[src/rtl/seg_pkg.sv]
// Shared definitions for the 7-segment scan monitor: glyph patterns, scan
// FSM states and the successor rule used by the step check.
package seg_pkg;

  // Decimal point position in the display bus; the monitor ignores it.
  localparam int DP_BIT = 0;

  // Active-low glyphs, bit 6 = segment a down to bit 0 = segment g.
  localparam logic [6:0] GLYPH_0 = 7'b000_0001;
  localparam logic [6:0] GLYPH_1 = 7'b100_1111;
  localparam logic [6:0] GLYPH_2 = 7'b001_0010;
  localparam logic [6:0] GLYPH_3 = 7'b000_0110;
  localparam logic [6:0] GLYPH_4 = 7'b100_1100;
  localparam logic [6:0] GLYPH_5 = 7'b010_0100;
  localparam logic [6:0] GLYPH_6 = 7'b010_0000;
  localparam logic [6:0] GLYPH_7 = 7'b000_1111;
  localparam logic [6:0] GLYPH_8 = 7'b000_0000;
  localparam logic [6:0] GLYPH_9 = 7'b000_0100;
  localparam logic [6:0] GLYPH_A = 7'b000_1000;
  localparam logic [6:0] GLYPH_B = 7'b110_0000;
  localparam logic [6:0] GLYPH_C = 7'b011_0001;
  localparam logic [6:0] GLYPH_D = 7'b100_0010;
  localparam logic [6:0] GLYPH_E = 7'b011_0000;
  localparam logic [6:0] GLYPH_F = 7'b011_1000;

  localparam logic [15:0][6:0] GLYPH_TABLE = {
    GLYPH_F, GLYPH_E, GLYPH_D, GLYPH_C, GLYPH_B, GLYPH_A, GLYPH_9, GLYPH_8,
    GLYPH_7, GLYPH_6, GLYPH_5, GLYPH_4, GLYPH_3, GLYPH_2, GLYPH_1, GLYPH_0
  };

  typedef enum logic {
    WAIT_LO = 1'b0,
    WAIT_HI = 1'b1
  } scan_state_e;

  // Value the counter should show next, modulo 256.
  function automatic logic [7:0] successor(input logic [7:0] v, input logic down);
    return down ? (v - 8'd1) : (v + 8'd1);
  endfunction

endpackage

[src/rtl/seg7_to_hex.sv]
// Combinational glyph decoder: maps an active-low a..g pattern to its hex
// nibble and flags patterns that are not one of the sixteen hex glyphs.
module seg7_to_hex
  import seg_pkg::*;
(
  input  logic [6:0] pattern,
  output logic [3:0] nibble,
  output logic       legal
);

  always_comb begin
    // NOTE: defaults before the search keep this purely combinational; an
    // unassigned path here would infer a latch.
    nibble = 4'h0;
    legal  = 1'b0;
    for (int i = 0; i < 16; i++) begin
      if (pattern == GLYPH_TABLE[i]) begin
        nibble = 4'(i);
        legal  = 1'b1;
      end
    end
  end

endmodule

[src/rtl/seg_scan_decoder.sv]
// Monitor for a multiplexed two-digit 7-segment display: debounces each digit,
// rebuilds the shown byte from lo/hi scan pairs and checks the count sequence.
module seg_scan_decoder
  import seg_pkg::*;
#(
  parameter int unsigned STABLE_CYCLES = 4,
  parameter bit          CHECK_DOWN    = 1'b1
) (
  input  logic       clk,
  input  logic       rst_n,
  input  logic [7:0] display,
  input  logic       ctrl,
  output logic [7:0] value,
  output logic       valid,
  output logic       step_ok,
  output logic       step_err,
  output logic       invalid_seg
);

  localparam logic [7:0] STABLE_CNT = 8'(STABLE_CYCLES);

  logic [7:0]  in_vec;
  logic        unused_dp;
  logic [7:0]  samp;
  logic [7:0]  cnt;
  logic        taken;
  logic        in_changed;
  logic        accept;
  logic [3:0]  nibble;
  logic        legal;
  logic [3:0]  lo_pend;
  scan_state_e state_q;
  scan_state_e state_d;
  logic        lo_load;
  logic        scan_done;
  logic        glyph_bad;
  logic [7:0]  scan_val;
  logic [7:0]  expect_val;
  logic        commit_seed;
  logic        commit_step;

  assign in_vec     = {display[7:1], ctrl};
  assign unused_dp  = display[DP_BIT];
  assign in_changed = (in_vec != samp);
  // A sample is taken exactly once per stable run, the cycle the run length
  // reaches the threshold.
  assign accept     = (cnt == STABLE_CNT) && !taken;

  always_ff @(posedge clk) begin
    // NOTE: every state register uses <= so all flops see pre-edge values,
    // independent of statement order.
    if (!rst_n) begin
      samp  <= '1;
      cnt   <= '0;
      taken <= 1'b0;
    end else begin
      samp <= in_vec;
      if (in_changed) begin
        cnt   <= 8'd1;
        taken <= 1'b0;
      end else begin
        if (cnt != 8'hFF) cnt <= cnt + 8'd1;
        if (accept) taken <= 1'b1;
      end
    end
  end

  seg7_to_hex u_dec (
    .pattern (samp[7:1]),
    .nibble  (nibble),
    .legal   (legal)
  );

  // Scan FSM: state register.
  always_ff @(posedge clk) begin
    if (!rst_n) state_q <= WAIT_LO;
    else        state_q <= state_d;
  end

  // Scan FSM: next state. Bad glyphs abort a half-finished scan.
  always_comb begin
    state_d = state_q;
    if (accept) begin
      if (!legal)                  state_d = WAIT_LO;
      else if (!samp[0])           state_d = WAIT_HI;
      else if (state_q == WAIT_HI) state_d = WAIT_LO;
    end
  end

  // Scan FSM: decoded digit events. A hi digit only counts after a lo digit.
  always_comb begin
    lo_load   = 1'b0;
    scan_done = 1'b0;
    glyph_bad = 1'b0;
    if (accept) begin
      if (!legal)                  glyph_bad = 1'b1;
      else if (!samp[0])           lo_load   = 1'b1;
      else if (state_q == WAIT_HI) scan_done = 1'b1;
    end
  end

  assign scan_val    = {nibble, lo_pend};
  assign expect_val  = successor(value, CHECK_DOWN);
  assign commit_seed = scan_done && !valid;
  assign commit_step = scan_done && valid && (scan_val != value);

  always_ff @(posedge clk) begin
    if (!rst_n) begin
      lo_pend     <= 4'h0;
      value       <= 8'h00;
      valid       <= 1'b0;
      step_ok     <= 1'b0;
      step_err    <= 1'b0;
      invalid_seg <= 1'b0;
    end else begin
      step_ok     <= commit_step && (scan_val == expect_val);
      step_err    <= commit_step && (scan_val != expect_val);
      invalid_seg <= glyph_bad;
      if (lo_load) lo_pend <= nibble;
      if (commit_seed || commit_step) value <= scan_val;
      if (commit_seed) valid <= 1'b1;
    end
  end

endmodule
[config.mk]
export PLATFORM = sky130hd
export DESIGN_NAME = seg_scan_decoder
export DESIGN_NICKNAME = d
export VERILOG_FILES = /design/src/rtl/seg_pkg.sv /design/src/rtl/seg7_to_hex.sv /design/src/rtl/seg_scan_decoder.sv
export SDC_FILE = /design/constraint.sdc
export NUM_CORES = 1
export LEC_CHECK = 0
export ABC_AREA = 1
export CAP_MARGIN = 10
export CORE_MARGIN = 3
export CORE_UTILIZATION = 45
export DETAILED_ROUTE_END_ITERATION = 16
export GPL_ROUTABILITY_DRIVEN = 0
export PLACE_DENSITY_LB_ADDON = 0.3
export RECOVER_POWER = 100
export SYNTH_ARGS = -nofsm -noshare
export SYNTH_HDL_FRONTEND = slang
export SYNTH_SLANG_ARGS = --single-unit
[constraint.sdc]
create_clock -name clk -period 5.65 [get_ports clk]
set_input_delay 0.565 -clock clk [delete_from_list [all_inputs] [get_ports clk]]
set_output_delay 0.565 -clock clk [all_outputs]
set_load 0.02 [all_outputs]
* Word level (Yosys, flattened, before mapping)
Index checks and enable logic that the tools add are counted.
** Operators by class
- Mux-type cells :: 41
- Eq/ne operators :: 21
- $add $sub $neg :: 2
- Bitwise logic cells :: 1
- Reductions and logical operators :: 13
** Operators with widths (count)
- $eq A7 B6 Y1 const B :: 5
- $mux W4 :: 8
- $eq A7 B7 Y1 const B :: 4
- $mux W1 :: 27
- $ne A8 B8 Y1 :: 3
- $eq A7 B3 Y1 const B :: 2
- $eq A7 B4 Y1 const B :: 2
- $mux W3 :: 4
- $add A8 B1 Y8 const B :: 1
- $eq A8 B3 Y1 const B :: 1
- $eq A8 B8 Y1 :: 1
- $ne A8 B8 Y1 const B :: 1
- $sub A8 B1 Y8 const B :: 1
- $eq A7 B1 Y1 const B :: 1
- $eq A7 B5 Y1 const B :: 1
- $logic_not A7 Y1 :: 1
- $logic_and A1 B1 Y1 :: 6
- $mux W2 :: 2
- $logic_not A1 Y1 :: 2
- $reduce_and A2 Y1 :: 1
- $reduce_bool A2 Y1 :: 1
- $reduce_or A2 Y1 :: 1
- $logic_or A1 B1 Y1 :: 1
- $not A1 Y1 :: 1
** Storage, ports and cells
- Register bits after elaboration :: 34
- Bits of input ports :: 11
- Word-level logic and storage cells :: 89

* Depth between registers and ports, before layout
Gate-level depths: netlist of the first run.
- Depth after elaboration :: 22
- Depth in mapped cells :: 18
- Depth with buffers taken out :: 17

* Cells and area by module
A second synthesis of the first run with hierarchy kept.
** Unflattened totals
- Cells, all modules :: 318
- Area total of the unflattened synthesis :: 2077.0 um^2
** By module, submodules not included
- seg_scan_decoder :: area an instance 1755.4 um^2, seq. area each 680.7 um^2, cells an instance 253, instances 1
- seg7_to_hex :: area an instance 321.6 um^2, seq. area each 0.0 um^2, cells an instance 65, instances 1

* Least setup slack after synthesis of the first run
OpenSTA, ideal clock, no wires.
- Path kind :: reg-to-reg
- Start point :: register samp[6]
- End point :: register value[7]
- Clock period less this slack :: 1868 ps
- Path buffers :: 1
- Cell stages (with the launch flop) :: 19
- Arrival time :: 1753 ps
- Required time :: 5536 ps
- Path slack :: 3782 ps
- Path through :: dfxtp_1 inv_2 nor2_1 nand2_1 nor2_2 nor2_4 inv_2 nor2_4 nand2_4 inv_2 nand3_2 nand2_2 nor2_4 nand2_2 nand2_4 buf_8 nand2_1 nand2_1 nor2_2
** Between the ends
- Longest elaborated chain between the ends :: 22
- Elaborated cells on any way between the ends :: 54
- Classes of those cells :: eq/ne: 16; mux: 33; reduce/logical: 5
** Ends and longest elaborated chain
- start: declaration :: line seg_scan_decoder.sv:24 : logic [7:0] samp;
- start signal: assignment :: line seg_scan_decoder.sv:57 : samp <= in_vec;
- $eq A7 B1 Y1 :: line seg7_to_hex.sv:17 : if (pattern == GLYPH_TABLE[i]) begin
- $mux W1 (16 in a row) :: line seg7_to_hex.sv:17
- $mux W1 :: line seg_scan_decoder.sv:96 : if (!legal) glyph_bad = 1'b1;
- $mux W1 :: line seg_scan_decoder.sv:95 : if (accept) begin
- $logic_and A1 B1 Y1 (2 in a row) :: line seg_scan_decoder.sv:105 : assign commit_step = scan_done && valid && (scan_val != value);
- $logic_or A1 B1 Y1 :: line seg_scan_decoder.sv:120 : if (commit_seed || commit_step) value <= scan_val;
- end signal: assignment :: line seg_scan_decoder.sv:120
- end: declaration :: line seg_scan_decoder.sv:13 : output logic [7:0] value,
Several ways; a longest one is shown, not always the timed one.
A chain may end at the register's enable or synchronous reset.

* Final worst setup path of the first run
- Start point :: register samp[4]
- End point :: register value[3]
** Between the ends
- Longest elaborated chain between the ends :: 22
- Elaborated cells on any way between the ends :: 54
- Classes of those cells :: eq/ne: 16; mux: 33; reduce/logical: 5
** Ends and longest elaborated chain (line)
- $eq A7 B1 Y1 :: seg7_to_hex.sv:17
- $mux W1 (16 in a row) :: seg7_to_hex.sv:17
- $mux W1 :: seg_scan_decoder.sv:96
- $mux W1 :: seg_scan_decoder.sv:95
- $logic_and A1 B1 Y1 (2 in a row) :: seg_scan_decoder.sv:105
- $logic_or A1 B1 Y1 (*) :: seg_scan_decoder.sv:120
Every way passes the cells marked *; elsewhere a longest branch is shown, timed or not.

==> metrics.yaml, run 1 <==
status:
  status: "finished clean"
sta:
  setup_violations: 0
  fmax_mhz: 363
  tightest_slew_ns: 0.827
  drv_slew: 0
  rsz0062_at_grt: "no"
  clock_skew_ns: 0.00655
  fin_crit_ns: 2.75
  hold_viol: 0
  period_share_pct: 48.7
  tns_ns: 0
  slew_headroom_pct: 44.7
logic_synthesis:
  yosysSeqAreaShare_pct: 31.1
  yosys.area.top_type: "dfxtp_1"
  async_flop_share_pct: 0
  synth_nets: 341
  ys_warn_count: 0
  synth_area_um2: 2190
  synthCells: 327
  synth_flop_cell: "dfxtp_1"
  synthTopCellsByArea: "dfxtp_1 31%, nand2_1 12%, nor2_1 7.9%"
  synth-seq-cells: 34
  synth_top_area_share_pct: 31.1
  syn_area_per_cell_um2: 6.69
  synth_edf_count: 0
  synth_cell_type_count: 29
route:
  first_pass_iters: 4
  num_vias: 2016
  viasPerCell: 4.82
  ant_nets: 0
  drc: 0
  avgRoutedWirePerCell_um: 10.8
  drt_wl_total_um: 4510
  drt_iter0_markers: 85
power:
  swShare_pct: 24.2
  p_int_w: 0.000357
  irDropWorstVdd_mv: 0.133
  p_sw_w: 0.000114
  p_per_area_nw_per_um2: 188
  total_power_w: 0.000470
  seq_power_share_pct: 53.0
  p_comb_share_pct: 7.5
  p_clk_share_pct: 39.6
  p_leak_nw: 1.15
layout:
  finalNetCount: 366
  diodes: 0
  drive_gt1_share_pct: 14.7
  syn2layout_area_growth_pct: 14.6
  final_cell_mix: "73 x nand2_1, 48 x nor2_1, 46 x inv_1"
  final_common_cell: "nand2_1"
  fillers: 470
clocking:
  clkTransAtPathRegs_ns: 0.07
  clock-sinks: 34
  postCtsSetupRepairBufs: 0
  h-tree-depth: 2
  cts_root_buf: "clkbuf_8"
  clk_path_buf_depth: 2
  cts_tree: "built"
  cts-resized-gates: 0
  clk_latency_ns: 0.29
  ctsHoldBuffers: 0
  cts_buffers: 5
setup_path:
  path_class: "register to register"
  arrival_ns: 2.94
  cp_num_cells: 17
  crit_fanout: 14
  rrSetupSlack_ns: 2.90
  crit_top_cell: "nand2_1"
  crit_buf_inv: 3
  crit_slowest_cell: "nand2_1"
  path_delay_family: "simple AND/OR/NAND/NOR gates"
  cp-start-kind: "register"
  path_cells: "inv_1 > nor2_2 > nand2_1 > nor2_1 > nor2_4 > inv_1 > nor2_1 > nand2_1 > inv_1 > nand3_1 > nand2_1 > nor2_1 > nand2_2 > nand2_1 > nand2_1 > nand2_1 > nor2_1"
  endpoint_kind: "register"
  worstRegToRegCells: 17
  required_ns: 5.83
  critical-path-max-stage-delay_ns: 0.45
placed_design:
  hpwl_um: 3510
  numPortBuffers: 21
floorplanning:
  fp.dieW_um: 75.7
  dieArea_um2: 5740
  rows: 24
  die_h_um: 75.7
  floorplan.initialDensity_pct: 48.3
  pin_count: 23
  coreArea_um2: 4530
grt:
  grt_max_degree: 22
  grt_pass1_wl_um: 7840
  antenna_found_initial: 0
  first_global_vias: 1864
  grt_overflow: 0
  grt_use_total_pct: 17.9
job:
  maxCapViolations: 0
min_path:
  hold_depth: 2
  hold_path_class: "register to register"
## cell usage after synthesis, types with 6 or more instances
library cell  count
nand3_2           6
nor2_2           11
nand3_1          10
a21oi_1          10
nand2_1          70
inv_2             9
inv_1            43
nor2_4            6
or2_2             6
nor3_1           11
dfxtp_1          34
xnor2_1           8
nand2_2          12
o21ai_0           8
nand4_1          12
nor2_1           46
xor2_1            8
## logic make-up (layout without fill, tap and decap cells)
group	count (synthesis)	in the layout	synth area share, %
and+or+nand+nor	196	196	44.8
buffers and inverters	55	81	10.1
DFF	34	34	31.1
AOI/OAI and AO/OA	23	23	5.83
xor gates and xnor gates	16	16	6.40
adders and majority gates	3	3	1.72
## power by group through the flow
stage	Combinational, W	Clock, W	Sequential [W]
4_1_cts	0.0000358	0.000195	0.000249
5_1_grt	0.0000401	0.000205	0.000250
3_5_place_dp	0.0000357	0	0.000254
3_3_place_gp	0.0000349	0	0.000254
6_report	0.0000351	0.000186	0.000249
2_1_floorplan	0.0000241	0	0.000253
## layout make-up
type,instances,area (um^2),area share [%]
inverters,52,195,7.78
multi-input cells,238,1250,49.8
flip-flops and latches,34,681,27.1
well taps,65,81.3,3.24
clock inverters,1,5.00,0.200
clock buffers,7,86.3,3.44
repair buffers,21,210,8.38
## stage by stage
| stage | std cells | util, % | area [um^2] | hold slack, ns | worst slack [ns] |
|---|---|---|---|---|---|
| final | 418 | 55.3 | 2510 | 0.471 | 2.90 |
| after global placement | 410 | 54.1 | 2450 | 0.455 | 3.09 |
| after global routing | 418 | 55.3 | 2510 | 0.482 | 2.50 |
| after floorplan | 327 | - | 2190 | 0.446 | 3.78 |
| after CTS | 418 | 56.1 | 2540 | 0.472 | 3.38 |
| after detailed placement | 410 | 54.1 | 2450 | 0.461 | 3.09 |
## final timing paths
check	startpoint	end
max	samp[4]	value[3]
min	state_q	state_q
min reg2reg	state_q	state_q
max reg2reg	samp[4]	value[3]
## layer usage
metal	vias up	routed length (um)	part of all wire, %	global-route usage [%]
li1	1067	-	-	-
met1	911	2160	48	21.5
met2	31	2120	47	30.9
met3	7	153	3.4	3.96
met4	0	78	1.7	7.38
met5	-	0	0	0
## registers in the layout (all words and copies together) (netlist names)
name,flops
value,8
cnt,8
invalid_seg,1
samp,8
state_q,1
lo_pend,4
step_err,1
valid,1
step_ok,1
taken,1
## worst register-to-register path, stage by stage (launching register included)
cell,delay (ns)
dfxtp_1,0.41
inv_1,0.13
nor2_2,0.09
nand2_1,0.10
nor2_1,0.18
nor2_4,0.07
inv_1,0.05
nor2_1,0.05
nand2_1,0.16
inv_1,0.08
nand3_1,0.13
nand2_1,0.09
nor2_1,0.32
nand2_2,0.09
nand2_1,0.45
nand2_1,0.12
nand2_1,0.08
nor2_1,0.04
(Power assumes the default switching activity.)
==> run 2, diff against run 1 <==
- clock period: 5.65 -> 2.7 ns (I/O delays scaled with it)
==> metrics.yaml, run 2 (same netlist as run 1, synthesis figures left out) <==
status:
  status: "finished clean"  # unchanged
sta:
  tns_ns: 0  # unchanged
  rsz0062_at_grt: "no"  # unchanged
  slew_headroom_pct: 59.0  # was 44.7%
  fin_crit_ns: 2.21  # was 2.75 ns
  drv_slew: 0  # unchanged
  fmax_mhz: 453  # was 363 MHz
  period_share_pct: 81.7  # was 48.7%
  tightest_slew_ns: 0.610  # was 0.827 ns
  clock_skew_ns: 0.00992  # was 0.00655 ns
  setup_violations: 0  # unchanged
  hold_viol: 0  # unchanged
grt:
  grt_overflow: 0  # unchanged
  grt_max_degree: 15  # was 22
  grt_pass1_wl_um: 7720  # was 7840 um
  grt_use_total_pct: 17.7  # was 17.9%
  antenna_found_initial: 0  # unchanged
  first_global_vias: 1820  # was 1864
floorplanning:
  dieArea_um2: 5740  # unchanged
  pin_count: 23  # unchanged
  coreArea_um2: 4530  # unchanged
  rows: 24  # unchanged
  fp.dieW_um: 75.7  # unchanged
  die_h_um: 75.7  # unchanged
  floorplan.initialDensity_pct: 48.3  # unchanged
setup_path:
  crit_fanout: 14  # unchanged
  endpoint_kind: "register"  # unchanged
  path_class: "register to register"  # unchanged
  required_ns: 2.92  # was 5.83 ns
  rrSetupSlack_ns: 0.49  # was 2.90 ns
  arrival_ns: 2.43  # was 2.94 ns
  cp-start-kind: "register"  # unchanged
clocking:
  postCtsSetupRepairBufs: 0  # unchanged
  cts_buffers: 5  # unchanged
  ctsHoldBuffers: 0  # unchanged
  cts_tree: "built"  # unchanged
  cts_root_buf: "clkbuf_8"  # unchanged
  clock-sinks: 34  # unchanged
  clkTransAtPathRegs_ns: 0.07  # about the same
  cts-resized-gates: 0  # unchanged
  clk_latency_ns: 0.28  # was 0.29 ns
  clk_path_buf_depth: 2  # unchanged
  h-tree-depth: 2  # unchanged
layout:
  reg.largest.list: "cnt (8), samp (8), value (8)"  # unchanged
  syn2layout_area_growth_pct: 16.0  # was 14.6%
  finalNetCount: 367  # was 366
  drive_gt1_share_pct: 16.1  # was 14.7%
  final_common_cell: "nand2_1"  # unchanged
  diodes: 0  # unchanged
  final_cell_mix: "72 x nand2_1, 46 x nor2_1, 45 x inv_1"  # was 73 x nand2_1, 48 x nor2_1, 46 x inv_1
min_path:
  hold_path_class: "register to register"  # unchanged
route:
  drt_iter0_markers: 137  # was 85
  drc: 0  # unchanged
  avgRoutedWirePerCell_um: 10.6  # was 10.8 um
  num_vias: 2007  # was 2016
  viasPerCell: 4.79  # was 4.82
  drt_wl_total_um: 4430  # was 4510 um
  ant_nets: 0  # unchanged
  first_pass_iters: 4  # unchanged
placed_design:
  numPortBuffers: 21  # unchanged
  hpwl_um: 3570  # was 3510 um
power:
  p_leak_nw: 1.15  # about the same
  total_power_w: 0.000967  # was 0.000470 W
  p_per_area_nw_per_um2: 381  # was 188 nW/um^2
  irDropWorstVdd_mv: 0.301  # was 0.133 mV
job:
  maxCapViolations: 0  # unchanged
-- run 2: report_power, final --
| part | internal, W | switching (W) |
|---|---|---|
| Clock | 0.000182 | 0.000190 |
| Sequential | 0.000508 | 0.0000123 |
| Combinational | 0.0000330 | 0.0000410 |
| Total | 0.000723 | 0.000244 |
-- run 2: layout make-up --
| cell class | instances | area [um^2] |
|---|---|---|
| clock buffer | 6 | 72.6 |
| clock inverter | 2 | 13.8 |
| tap | 65 | 81.3 |
| multi-input combinational | 238 | 1280 |
| inverter | 52 | 195 |
| sequential | 34 | 681 |
| timing repair buffer | 22 | 218 |
| fill | 446 | 2000 |
-- run 2: worst paths after layout --
kind	start	endpoint	depth (start not counted)
max	samp[1]	value[6]	16
min	state_q	state_q	2
max reg2reg	samp[1]	value[6]	16
min reg2reg	state_q	state_q	2
-- run 2: metrics by stage --
step           area, um^2  util (%)  setup slack (ns)  std cells  hold WS (ns)
6_report             2540      56.0             0.494        419         0.473
5_1_grt              2540      56.0             0.219        419         0.519
4_1_cts              2550      56.2             0.606        419         0.474
3_5_place_dp         2460      54.3             0.429        411         0.464
3_3_place_gp         2460      54.3             0.449        411         0.455
2_1_floorplan        2190         -             0.832        327         0.366
-- run 2: critical path, stage by stage, from the launching register on --
cell and delay [ns]:
dfxtp_1 0.50, inv_1 0.12, nand2_1 0.11, nor2_1 0.06, nand2_1 0.10, o21ai_0 0.16
nor2_4 0.17, nand2_4 0.08, inv_2 0.06, nand3_1 0.12, nand2_1 0.16, nor2_4 0.06
nand2_2 0.09, nand2_4 0.13, nand2_1 0.09, nand2_1 0.05, nor2_1 0.10
-- run 2: routing by layer --
metal	vias to the layer above	track usage [%]	share of wire (%)
li1	1071	-	-
met1	900	22.1	47
met2	32	29.6	48
met3	4	4.35	3.0
met4	0	6.21	1.1
met5	-	0	0
